$ cat config.mk
export PLATFORM = sky130hd
export DESIGN_NAME = irq_pending_ctrl
export DESIGN_NICKNAME = d
export VERILOG_FILES = /design/src/rtl/irq_pending_ctrl.sv
export SDC_FILE = /design/constraint.sdc
export NUM_CORES = 1
export LEC_CHECK = 0
export ABC_AREA = 0
export BUFFER_PORTS_ARGS = -buffer_cell sky130_fd_sc_hd__buf_2
export CAP_MARGIN = 25
export CORE_ASPECT_RATIO = 0.9
export CORE_MARGIN = 4
export CORE_UTILIZATION = 45
export DETAILED_ROUTE_END_ITERATION = 6
export PLACE_DENSITY_LB_ADDON = 0.05
export SETUP_SLACK_MARGIN = 0.1
export SKIP_CTS_REPAIR_TIMING = 1
export SLEW_MARGIN = 20
export SYNTH_ARGS = -nofsm -noshare
export SYNTH_HDL_FRONTEND = slang
export SYNTH_SLANG_ARGS = --single-unit
$ cat constraint.sdc
create_clock -name clk -period 2.4 [get_ports clk]
set_clock_uncertainty 0.1 [all_clocks]
set_input_delay 0.12 -clock clk [delete_from_list [all_inputs] [get_ports clk]]
set_output_delay 0.12 -clock clk [all_outputs]
set_load 0.01 [all_outputs]
$ cat src/rtl/irq_pending_ctrl.sv
// Interrupt pending/handshake stage: edge-detects raw requests into sticky
// pending bits, exposes them (masked) to an external priority encoder and
// runs an irq/ack handshake with acknowledge timeout.

module irq_pending_line (
  input  logic clk,
  input  logic reset,
  input  logic req_i,
  input  logic clr_i,
  output logic pending_o
);
  logic req_q;
  logic pending_q, pending_d;

  // A fresh rise wins over a same-cycle clear so the new request is not lost.
  assign pending_d = (pending_q & ~clr_i) | (req_i & ~req_q);
  assign pending_o = pending_q;

  always_ff @(posedge clk) begin
    if (reset) begin
      req_q     <= 1'b0;
      pending_q <= 1'b0;
    end else begin
      req_q     <= req_i;
      pending_q <= pending_d;
    end
  end
endmodule

module irq_pending_ctrl #(
  parameter int TIMEOUT = 15
) (
  input  logic       clk,
  input  logic       reset,
  input  logic [3:0] req_i,
  input  logic [3:0] mask_i,
  output logic [3:0] pend_o,
  input  logic [1:0] enc_y_i,
  input  logic       enc_valid_i,
  output logic       irq_o,
  output logic [1:0] irq_id_o,
  input  logic       ack_i,
  output logic       timeout_err_o
);
  localparam int NUM_LINES = 4;
  localparam logic [7:0] TO_LAST = 8'(TIMEOUT - 1);

  typedef enum logic [1:0] {S_IDLE, S_ACTIVE, S_GAP} state_e;

  state_e         state_q;
  logic [7:0]     cnt_q;
  logic           irq_q;
  logic [1:0]     irq_id_q;
  logic           terr_q;
  logic [NUM_LINES-1:0] pending;
  logic [NUM_LINES-1:0] clr;
  logic           to_hit;

  for (genvar i = 0; i < NUM_LINES; i++) begin : g_line
    irq_pending_line u_line (
      .clk       (clk),
      .reset     (reset),
      .req_i     (req_i[i]),
      .clr_i     (clr[i]),
      .pending_o (pending[i])
    );
  end

  assign pend_o        = pending & mask_i;
  assign irq_o         = irq_q;
  assign irq_id_o      = irq_id_q;
  assign timeout_err_o = terr_q;
  assign to_hit        = (cnt_q == TO_LAST);

  // Service ends on ack or timeout; either way the serviced line is retired.
  always_comb begin
    clr = '0;
    if (state_q == S_ACTIVE && (ack_i || to_hit))
      clr[irq_id_q] = 1'b1;
  end

  always_ff @(posedge clk) begin
    if (reset) begin
      state_q  <= S_IDLE;
      cnt_q    <= 8'd0;
      irq_q    <= 1'b0;
      irq_id_q <= 2'd0;
      terr_q   <= 1'b0;
    end else begin
      case (state_q)
        S_IDLE: begin
          terr_q <= 1'b0;
          if (enc_valid_i) begin
            irq_id_q <= enc_y_i;
            cnt_q    <= 8'd0;
            irq_q    <= 1'b1;
            state_q  <= S_ACTIVE;
          end
        end
        S_ACTIVE: begin
          if (ack_i) begin
            irq_q   <= 1'b0;
            state_q <= S_GAP;
          end else if (to_hit) begin
            irq_q   <= 1'b0;
            terr_q  <= 1'b1;
            state_q <= S_GAP;
          end else begin
            cnt_q <= cnt_q + 8'd1;
          end
        end
        S_GAP: begin
          terr_q  <= 1'b0;
          state_q <= S_IDLE;
        end
        default: begin
          irq_q   <= 1'b0;
          terr_q  <= 1'b0;
          state_q <= S_IDLE;
        end
      endcase
    end
  end
endmodule

==> flow_summary.json <==
{
  "synth_warnings": 0,
  "die-height_microns": 52.9,
  "place_hpwl_microns": 1610,
  "clock_latency_ps": 300,
  "crit_required_ps": 2530,
  "hold_slack_ps": 108,
  "antenna_found_initial": 0,
  "critPathLaunchType": "flip-flop",
  "synth_nets": 132,
  "met3_usage_pct": 4.63,
  "period_needed_ps": 1930,
  "path_buf_inv": 2,
  "synth-main-ff-cell": "dfxtp_1",
  "cap_viol_max_count": 0,
  "final-max-slew-violation-count": 0,
  "rr_endpoint": "cnt_q[7]$_SDFFE_PP0P_",
  "ys_async_sr_fraction_pct": 0,
  "start_util_pct": 49.8,
  "drt_iter0_markers": 22,
  "area_delta_synth_final_pct": 19.5,
  "p_leak_uw": 0.000465,
  "max_stage_delay_ps": 420,
  "finalWorstSetupSlack_ps": 475,
  "grt_pass1_wl_microns": 3660,
  "io_pins": 22,
  "clkTransAtPathRegs_ps": 110,
  "numCtsBuffers": 3,
  "grtUsageTotal_pct": 15.5,
  "vias_per_cell": 5.45,
  "drive_gt1_share_pct": 20.6,
  "r2r-start": "cnt_q[0]$_SDFFE_PP0P_",
  "r2r_setup_slack_ps": 470,
  "crit_slowest_cell": "dfxtp_1",
  "cp-end-kind": "flip-flop",
  "run_status": "completed",
  "cts_num_sinks": 22,
  "p_per_area_mw_per_mm2": 527,
  "worst_pin_slew_ps": 628,
  "yosys_register_bits": 22,
  "gp_congestion": 0.816,
  "rows": 15,
  "met2_usage_pct": 25.4,
  "maxSlewHeadroom_pct": 58.1,
  "synth_cells": 116,
  "fin_crit_sh_pct": 80.2,
  "fp.dieW_microns": 57.9,
  "hold_viol_final": 0,
  "nets": 159,
  "grt_overflow": 0,
  "setup_viol": 0,
  "antenna_left": 0,
  "crit_fanout": 10,
  "core_sq_mm": 0.00203,
  "num_vias": 904,
  "ys_seq_area_share_pct": 43.7,
  "syn_area_per_cell_sq_um": 8.69,
  "grt_max_degree": 23,
  "top_usage_layer": "met2",
  "cp.arrival_ps": 2060,
  "hold_class": "in -> reg",
  "cp_top_family": "simple AND/OR/NAND/NOR gates",
  "ir_worst_vdd_uv": 405,
  "synth_area_sq_mm": 0.00101,
  "synth_edf_count": 0,
  "final.setup.tns_ps": 0,
  "port_buffers": 21,
  "firstDrtPassIters": 4,
  "grt_pass1_vias": 791,
  "h-tree-depth": 1,
  "wl_per_cell_microns": 13.9,
  "num_antenna_cells": 0,
  "min_to": "cnt_q[4]$_SDFFE_PP0P_",
  "layout_commonest_cell": "dfxtp_1",
  "use_met1_pct": 20.6,
  "holdPathStages": 4,
  "cts_tree": "yes",
  "path_cells": "inv_1, ha_1, nor4b_1, buf_4, a21o_1, or3_1, a31oi_1",
  "drc": 0,
  "routed_wl_microns": 2310,
  "worstSetupPathType": "reg -> reg",
  "root_buffer": "clkbuf_4",
  "dieArea_sq_mm": 0.00306,
  "yosysUniqueCellTypes": 34,
  "clk_path_buf_depth": 2,
  "final_cell_mix": "dfxtp_1, buf_2, a21oi_1",
  "dp_slack_ps": 501,
  "min_from": "ack_i",
  "fmax_mhz": 519,
  "r2r_cells": 7,
  "rsz0062_at_grt": "false"
}
registers in the layout, indices dropped and copies added (netlist names):
signal and flops:
irq_o 1, cnt_q 8, irq_id_o 2, g_line.u_line.pending_o 4, state_q 2, g_line.u_line.req_q 4, timeout_err_o 1
worst min-delay path: stages:
cell and delay [ps]:
buf_2 120, nor4_1 60, a21oi_1 110, o31ai_1 70
cells in the mapped netlist, drive strengths merged, types with 2 or more instances:
library cell	number	area (sq um)
nor2	3	11.3
nand2b	5	31.3
or3	2	12.5
and2	5	31.3
a21oi	11	55.1
o31ai	2	15.0
nand3b	3	22.5
o21ai	3	15.0
nand3	10	50.1
a31oi	5	31.3
o211ai	2	15.0
clkbuf	5	18.8
or3b	3	28.8
ha	2	25.0
nor2b	6	37.5
nand2	9	33.8
or4	2	15.0
dfxtp	22	440
nor3	2	10.0
cell families after synthesis:
group,share of synthesized area (%)
buf+inv,3.35
flops,43.7
simple gates,33.3
compound gates,16.1
mux,1.12
fa+ha+maj,2.48
worst max path at each step:
| stage | from | endpoint | slack, ps | cells after the start |
|---|---|---|---|---|
| after floorplan | cnt_q[0]$_SDFFE_PP0P_ | cnt_q[1]$_SDFFE_PP0P_ | 600 | 7 |
| after global placement | cnt_q[0]$_SDFFE_PP0P_ | g_line[3].u_line.pending_o$_SDFF_PP0_ | 550 | 7 |
| after detailed placement | cnt_q[0]$_SDFFE_PP0P_ | cnt_q[7]$_SDFFE_PP0P_ | 500 | 7 |
| after CTS | cnt_q[0]$_SDFFE_PP0P_ | cnt_q[7]$_SDFFE_PP0P_ | 470 | 7 |
| after global routing | cnt_q[0]$_SDFFE_PP0P_ | g_line[3].u_line.pending_o$_SDFF_PP0_ | 280 | 7 |
| final | cnt_q[0]$_SDFFE_PP0P_ | cnt_q[7]$_SDFFE_PP0P_ | 470 | 7 |
through the flow:
stage	std cells	total power, uW	utilization (%)	instance area [sq um]
after global placement	157	473	55.4	1120
after floorplan	116	447	-	1010
after detailed placement	157	475	55.4	1120
final	166	635	59.4	1200
after CTS	160	638	56.5	1140
after global routing	166	668	59.4	1200
area by class of cell:
type                            count  area [sq um]
Fill cell                         199           822
Multi-Input combinational cell     87           534
Sequential cell                    22           440
Timing Repair Buffer               28           173
Tap cell                           25          31.3
Clock buffer                        3          22.5
Inverter                            1          3.75
power by group:
group	leakage (uW)	switching, uW	internal, uW
Sequential	0.000180	10.7	380
Combinational	0.000271	43.2	40.0
Clock	0.0000138	102	58.5
metal layers:
metal  vias to the layer above  routed length, microns
met4                         0                       6
met2                        26                     990
li1                        470                       -
met3                         2                     116
met5                         -                       0
met1                       406                    1190
Note: power is estimated with default switching activity, not from simulation.
